$ cat config.mk
export PLATFORM = sky130hd
export DESIGN_NAME = subpel_sad_accum
export DESIGN_NICKNAME = d
export VERILOG_FILES = /design/src/rtl/subpel_sad_accum.sv
export SDC_FILE = /design/constraint.sdc
export NUM_CORES = 2
export LEC_CHECK = 0
export ABC_AREA = 1
export BUFFER_PORTS_ARGS = -buffer_cell sky130_fd_sc_hd__buf_2
export CAP_MARGIN = 5
export CELL_PAD_IN_SITES_DETAIL_PLACEMENT = 1
export CELL_PAD_IN_SITES_GLOBAL_PLACEMENT = 2
export CORE_ASPECT_RATIO = 2
export CORE_UTILIZATION = 40
export DETAILED_ROUTE_END_ITERATION = 8
export HOLD_SLACK_MARGIN = 0.15
export MAX_ROUTING_LAYER = met4
export PLACE_DENSITY = 0.91
export SYNTH_ARGS = -nofsm -noshare
export SYNTH_HDL_FRONTEND = slang
export SYNTH_SLANG_ARGS = --single-unit
$ cat constraint.sdc
create_clock -name clk -period 59.3 [get_ports clk]
set_clock_uncertainty 0.2 [all_clocks]
set_input_delay 5.93 -clock clk [delete_from_list [all_inputs] [get_ports clk]]
set_output_delay 5.93 -clock clk [all_outputs]
set_load 0.01 [all_outputs]
$ cat src/rtl/subpel_sad_accum.sv
// subpel_sad_accum: horizontal sub-pixel SAD accumulator for the motion-estimation path.
// Each accepted row is captured, turned into five interpolated absolute-difference sets,
// reduced to five row SADs, and accumulated per block. When a block closes, the five
// block SADs, the winning candidate and the row count are held for the decision logic.
// Candidate slots: 0 left half, 1 left quarter, 2 full, 3 right quarter, 4 right half.
module subpel_sad_accum #(
   parameter int N_PIX    = 8,
   parameter int PIX_W    = 8,
   parameter int ACC_W    = 16,
   parameter int MAX_ROWS = 16
) (
   input  logic                             clk,
   input  logic                             rst,
   input  logic                             in_valid,
   output logic                             in_ready,
   input  logic                             in_last,
   input  logic [N_PIX*PIX_W-1:0]           filter_pix,
   input  logic [N_PIX*PIX_W-1:0]           ref_pix,
   output logic                             sad_valid,
   input  logic                             sad_ready,
   output logic [5*ACC_W-1:0]               sad,
   output logic [2:0]                       best_idx,
   output logic [ACC_W-1:0]                 best_sad,
   output logic [$clog2(MAX_ROWS+1)-1:0]    rows
);

   localparam int NI    = N_PIX - 2;
   localparam int IW    = PIX_W + 2;
   localparam int RS_W  = PIX_W + $clog2(NI);
   localparam int RW    = $clog2(MAX_ROWS + 1);
   localparam int SUM_W = ((ACC_W > RS_W) ? ACC_W : RS_W) + 1;

   typedef enum logic {
      OUT_IDLE,
      OUT_HOLD
   } out_state_t;

   out_state_t out_state, out_state_next;

   logic adv;

   logic                   s0_valid, s0_last;
   logic [N_PIX*PIX_W-1:0] s0_f, s0_r;

   logic [IW-1:0]          pa, pb, pc;
   logic [PIX_W-1:0]       pr;
   logic [PIX_W-1:0]       cand   [5];
   logic [PIX_W-1:0]       diff_c [5][NI];

   logic                   s1_valid, s1_last;
   logic [PIX_W-1:0]       s1_diff [5][NI];

   logic [RS_W-1:0]        rs_c [5];
   logic                   s2_valid, s2_last;
   logic [RS_W-1:0]        s2_sad [5];

   logic [ACC_W-1:0]       acc [5];
   logic [RW-1:0]          rows_cnt;
   logic [SUM_W-1:0]       sum_c [5];
   logic [ACC_W-1:0]       new_acc [5];
   logic [RW-1:0]          new_rows;
   logic                   closing;
   logic [2:0]             best_i_c;
   logic [ACC_W-1:0]       best_v_c;

   // The whole pipeline moves together; only a held, unconsumed result can stop it.
   assign sad_valid = (out_state == OUT_HOLD);
   assign adv       = !(sad_valid && !sad_ready);
   assign in_ready  = adv;

   // Capture the incoming row so interpolation works from registered pixels.
   always_ff @(posedge clk) begin
      if (rst) begin
         s0_valid <= 1'b0;
      end else if (adv) begin
         s0_valid <= in_valid;
         s0_last  <= in_last;
         s0_f     <= filter_pix;
         s0_r     <= ref_pix;
      end
   end

   // Interpolate the five candidates per interior pixel and take |cand - ref|.
   always_comb begin
      pa = '0;
      pb = '0;
      pc = '0;
      pr = '0;
      for (int k = 0; k < 5; k++) begin
         cand[k] = '0;
         for (int j = 0; j < NI; j++) begin
            diff_c[k][j] = '0;
         end
      end
      for (int j = 0; j < NI; j++) begin
         pa = IW'(s0_f[j*PIX_W +: PIX_W]);
         pb = IW'(s0_f[(j+1)*PIX_W +: PIX_W]);
         pc = IW'(s0_f[(j+2)*PIX_W +: PIX_W]);
         pr = s0_r[(j+1)*PIX_W +: PIX_W];
         cand[0] = PIX_W'((pa + pb) >> 1);
         cand[1] = PIX_W'((pa + pb + (pb << 1)) >> 2);
         cand[2] = pb[PIX_W-1:0];
         cand[3] = PIX_W'((pb + (pb << 1) + pc) >> 2);
         cand[4] = PIX_W'((pb + pc) >> 1);
         for (int k = 0; k < 5; k++) begin
            diff_c[k][j] = (cand[k] >= pr) ? (cand[k] - pr) : (pr - cand[k]);
         end
      end
   end

   // Stage 1 register: absolute differences for every candidate and interior pixel.
   always_ff @(posedge clk) begin
      if (rst) begin
         s1_valid <= 1'b0;
      end else if (adv) begin
         s1_valid <= s0_valid;
         s1_last  <= s0_last;
         s1_diff  <= diff_c;
      end
   end

   // Sum the differences of each candidate across the row at full precision.
   always_comb begin
      for (int k = 0; k < 5; k++) begin
         rs_c[k] = '0;
         for (int j = 0; j < NI; j++) begin
            rs_c[k] = rs_c[k] + RS_W'(s1_diff[k][j]);
         end
      end
   end

   // Stage 2 register: the five row SADs.
   always_ff @(posedge clk) begin
      if (rst) begin
         s2_valid <= 1'b0;
      end else if (adv) begin
         s2_valid <= s1_valid;
         s2_last  <= s1_last;
         s2_sad   <= rs_c;
      end
   end

   // Saturating block totals, next row count, close decision and winner selection.
   always_comb begin
      for (int k = 0; k < 5; k++) begin
         sum_c[k]   = SUM_W'(acc[k]) + SUM_W'(s2_sad[k]);
         new_acc[k] = (|sum_c[k][SUM_W-1:ACC_W]) ? {ACC_W{1'b1}} : sum_c[k][ACC_W-1:0];
      end
      new_rows = rows_cnt + RW'(1);
      closing  = s2_valid && (s2_last || (new_rows == RW'(MAX_ROWS)));
      best_i_c = 3'd2;
      best_v_c = new_acc[2];
      if (new_acc[0] < best_v_c) begin
         best_i_c = 3'd0;
         best_v_c = new_acc[0];
      end
      if (new_acc[1] < best_v_c) begin
         best_i_c = 3'd1;
         best_v_c = new_acc[1];
      end
      if (new_acc[3] < best_v_c) begin
         best_i_c = 3'd3;
         best_v_c = new_acc[3];
      end
      if (new_acc[4] < best_v_c) begin
         best_i_c = 3'd4;
         best_v_c = new_acc[4];
      end
   end

   // Stage 3 accumulators: clear on close so the next row starts a fresh block.
   always_ff @(posedge clk) begin
      if (rst) begin
         rows_cnt <= '0;
         for (int k = 0; k < 5; k++) begin
            acc[k] <= '0;
         end
      end else if (adv && s2_valid) begin
         if (closing) begin
            rows_cnt <= '0;
            for (int k = 0; k < 5; k++) begin
               acc[k] <= '0;
            end
         end else begin
            rows_cnt <= new_rows;
            acc      <= new_acc;
         end
      end
   end

   // Result register: loads the final block values when a block closes.
   always_ff @(posedge clk) begin
      if (rst) begin
         sad      <= '0;
         best_idx <= 3'd2;
         best_sad <= '0;
         rows     <= '0;
      end else if (adv && closing) begin
         for (int k = 0; k < 5; k++) begin
            sad[k*ACC_W +: ACC_W] <= new_acc[k];
         end
         best_idx <= best_i_c;
         best_sad <= best_v_c;
         rows     <= new_rows;
      end
   end

   // Result state register.
   always_ff @(posedge clk) begin
      if (rst) begin
         out_state <= OUT_IDLE;
      end else begin
         out_state <= out_state_next;
      end
   end

   // Hold a result until consumed; a close in the consuming cycle keeps it held with new data.
   always_comb begin
      out_state_next = out_state;
      case (out_state)
         OUT_IDLE: begin
            if (closing) begin
               out_state_next = OUT_HOLD;
            end
         end
         OUT_HOLD: begin
            if (sad_ready) begin
               out_state_next = closing ? OUT_HOLD : OUT_IDLE;
            end
         end
         default: out_state_next = OUT_IDLE;
      endcase
   end

endmodule
# Word-level counts from Yosys, hierarchy flattened
# Cells that the tools add are included.
[classes] add_sub_neg=116 order_cmp=34 n_eq_ne=1 muxes=48 bitwise_logic=3 n_reduce_logical=8
[ops] operator="8-bit subtractor" n=60
[ops] operator="8-bit greater-or-equal comparator" n=30
[ops] operator="8-bit two-way mux" n=30
[ops] operator="16-bit two-way mux" n=9
[ops] operator="11-bit by 8-bit adder with 11-bit output" n=10
[ops] operator="8-bit by 8-bit adder with 9-bit output" n=12
[ops] operator="16-bit by 11-bit adder with 17-bit output" n=5
[ops] operator="80-bit two-way mux" n=1
[ops] operator="16-bit less-than comparator" n=4
[ops] operator="10-bit by 8-bit adder with 10-bit output" n=6
[ops] operator="8-bit by 9-bit adder with 10-bit output" n=6
[ops] operator="9-bit by 9-bit adder with 10-bit output" n=6
[ops] operator="10-bit by 8-bit adder with 11-bit output" n=5
[ops] operator="9-bit by 8-bit adder with 10-bit output" n=5
[ops] operator="2-bit two-way mux" n=3
[ops] operator="5-bit by 1-bit adder with 5-bit output, second input constant" n=1
[ops] operator="5-bit equality test, second input constant" n=1
[ops] operator="5-bit two-way mux" n=1
[ops] operator="1-bit logical AND" n=4
[ops] operator="3-bit two-way mux" n=1
[ops] operator="1-bit NOT" n=3
[ops] operator="1-bit logical NOT" n=2
[ops] operator="1-bit two-way mux" n=2
[ops] operator="1-bit one-hot mux with 2 select lines" n=1
[ops] operator="2 further kinds" n=2
[word_totals] regBits=611 in_bits=133 out_inout_bits=106 wordCells=264

# Logic depth before layout (Yosys ltp)
[logic_depth] word_depth=10 mapped_depth=65 mapped_depth_nobuf=61

# Least setup slack after synthesis
# OpenSTA, ideal clock, no wires.
[synth_timing] path_type="in2reg" from="in rst" to="reg s0_f[0], enable pin" setup_time_ns=1.191 t_arrival_ns=23.263 required_ns=57.909 path_slack_ns=34.646 path_stages=3 n_path_buf=2 path_cell_list="clkbuf_1 clkbuf_1 nor2_1"
[synth_between] elab_chain_cells=2
[synth_rtl] element="start: declaration" line_no="13" text="input logic rst,"
[synth_rtl] element="1-bit NOT (no line)"
[synth_rtl] element="2-bit AND reduction (no line)"
[synth_rtl] element="end signal: assignment" line_no="78" text="s0_f <= filter_pix;"
[synth_rtl] element="end: declaration" line_no="43" text="logic [N_PIX*PIX_W-1:0] s0_f, s0_r;"
# Every way passes these cells.
# A chain may end at the register's enable or synchronous reset.

# Final worst setup path
[layout_timing] from="in sad_ready" to="out in_ready"
[layout_between] elab_chain_cells=3
[layout_rtl] element="start: declaration" line_no="20" text="input logic sad_ready,"
[layout_rtl] element="1-bit logical NOT" line_no="68" text="assign adv = !(sad_valid && !sad_ready);"
[layout_rtl] element="1-bit logical AND" line_no="68"
[layout_rtl] element="1-bit logical NOT" line_no="68"
[layout_rtl] element="end: declaration" line_no="15" text="output logic in_ready,"
# Every way passes these cells.

==> out/results.txt <==
# setup viols final -> 0
Layout cells sized above 1 -> 8.406%
Die height -> 510.9 um
Worst Tran Pin Value -> 1.123 ns
FF+latch area -> 16180 um2
Top-count cell post-synth -> inv_1
Largest net degree at the start of global routing -> 140
Final ANT Viol Nets -> 0
R2R Setup Slk -> 48.34 ns
CORE AREA -> 128500 um2
Register area share after synthesis -> 31.23%
Synth top cells by count -> inv_1 (927), ha_1 (740), nand2_1 (702)
Outcome -> complete, no violations
Simple-gate share of the synthesized area -> 10.13%
Multiplexer share of the synthesized area -> 1.940%
Synth Register Bits -> 603
Unrepaired setup endpoints after global routing -> false
Vias in the first global route -> 45684
CTS max path bufs -> 3
Num CTS Buffers -> 60
Post-synth EDFFs -> 410
GRT overflow -> 0
Filler cell count -> 15070
Synth Cell Area -> 51800 um2
Area Growth Syn to Fin -> 9.971%
Worst-path fanout max -> 8
Worst setup margin -> 46.21 ns
Period minus WS final -> 13.09 ns
Top FF cell, synth -> edfxtp_1
GPL Wtd Cong -> 0.9808
Setup Fix Bufs, Post-CTS -> 0
Tcrit/Tclk final -> 22.07%
Clk_lat worst skew -> 0.73 ns
Initial Utilization -> 40.32%
RR Startpoint -> s2_sad[46]
Critical path type -> input port to output pin
Die area -> 131000 um2
Clock sinks -> 603
Synth warn -> 0
Yosys cell types -> 57
Synth Area in XOR/XNOR -> 5.749%
Syn nets -> 6848
Hold buffers post-CTS -> 0
Crit. End Element -> output pin
CP Data Arrival Time -> 6.96 ns
Initial antenna violation count -> 7
H-tree levels -> 2
Max_cap viols -> 0
Hold Crit Class -> register to register
DR pass1 iterations -> 5
FFs w/ async S/R, synth -> 0%
DRC viols -> 0
Global-route wire length before repair -> 269900 um
Gr usage total -> 28.19%
DP Worst Slack -> 46.18 ns
Hold wc startpoint -> s0_last
Final HPWL DP -> 146700 um
Mean post-synth cell area -> 9.105 um2
Clock-pin slew on the worst setup and hold paths -> 0.07 ns
Combinational family with the most area after synthesis -> adder cells
Final nets -> 7071
Clk root buf -> clkbuf_16
Port bufs -> 222
Critical path origin -> sad_ready
Die width -> 256.5 um
Multi-input logic area -> 31740 um2
Sum of negative setup slack -> 0 ns
Cells after synthesis -> 5689
Post-synthesis adder-cell area fraction -> 28.93%
F_max -> 0.07640 GHz
Detailed-route wire length per cell -> 23.57 um
Required @ worst endpoint -> 53.17 ns
Critical Path Start Type -> input port
Ranking of synthesized cells by area -> edfxtp_1 (24%), ha_1 (18%), fa_1 (11%), dfxtp_1 (7.5%), inv_1 (6.7%)
Final Max Slew Viols -> 0
Initial DRC Count -> 1766
Avg Vias per Cell -> 5.403
Most area-hungry cell type in the Yosys netlist -> edfxtp_1
Final wirelength -> 180500 um
Synth top area share -> 23.77%
Vias -> 41380
# rows -> 186
Worst rel slew slack -> 25.11%
Post-CTS sizing -> 0
Final Hold Viols -> 0
Compound-Gate Fraction of Synth Area -> 14.48%
CTS tree -> done
# IOs -> 239
state kept, by name, indices dropped and copies added (netlist names), 3 cells and up:
register	flops
best_idx	3
s0_r	48
s1_diff	240
acc	80
sad	80
s2_sad	55
rows_cnt	5
s0_f	64
rows	5
best_sad	16
per-layer routing:
| metal | share of wire [%] | global-route usage [%] | vias to the layer above |
|---|---|---|---|
| met4 | 9.0 | 21.43 | 0 |
| met3 | 2.6 | 2.562 | 505 |
| li1 | - | - | 19465 |
| met2 | 53 | 52.03 | 911 |
| met1 | 35 | 26.86 | 20499 |
| met5 | 0 | - | - |
layout make-up:
| type | count | area share [%] |
|---|---|---|
| multi-input cells | 4055 | 55.72 |
| flip-flops and latches | 603 | 28.40 |
| inverters | 936 | 6.168 |
| well taps | 1692 | 3.717 |
| clock buffers | 76 | 2.906 |
| repair buffers | 256 | 2.425 |
| clock inverters | 34 | 0.6458 |
| diodes | 6 | 0.02636 |
metrics by stage:
step | area, um2 | cells | hold WS [ns] | util (%)
after floorplan | 51800 | 5689 | 0.2003 | -
after global placement | 54920 | 7542 | 0.2055 | 42.75
after detailed placement | 54920 | 7542 | 0.2088 | 42.75
after CTS | 56950 | 7652 | 0.2247 | 44.33
after global routing | 56960 | 7658 | 0.2289 | 44.34
final | 56960 | 7658 | 0.2240 | 44.34
kinds of logic after synthesis:
group / Yosys count
AOI/OAI and AO/OA: 1320
and+or+nand+nor: 1277
buffers and inverters: 1031
adders and majority gates: 1026
DFF: 603
xor gates and xnor gates: 340
muxes: 92
final timing paths:
kind / cells after the start / endpoint
worst max-delay path: 4 / in_ready
worst min-delay path: 0 / s1_last
worst max register to register: 54 / best_sad[7]
worst min register to register: 0 / s1_last
critical path, cell delays in order:
cell and delay (ns):
buf_2 0.09, nor2_1 0.54, inv_1 0.20, buf_2 0.19
placed cells by master (no fill, tap or decap), drive strengths merged, types with 193 or more instances in the layout:
cell / instances
inv: 945
ha: 740
nand2: 723
a21oi: 655
edfxtp: 410
o21ai: 352
nor2: 349
xor2: 310
fa: 286
buf: 256
dfxtp: 193
Power is left out: the tool's default activity adds up to more than one toggle a clock period on the data nets, which glitch-free logic cannot reach.
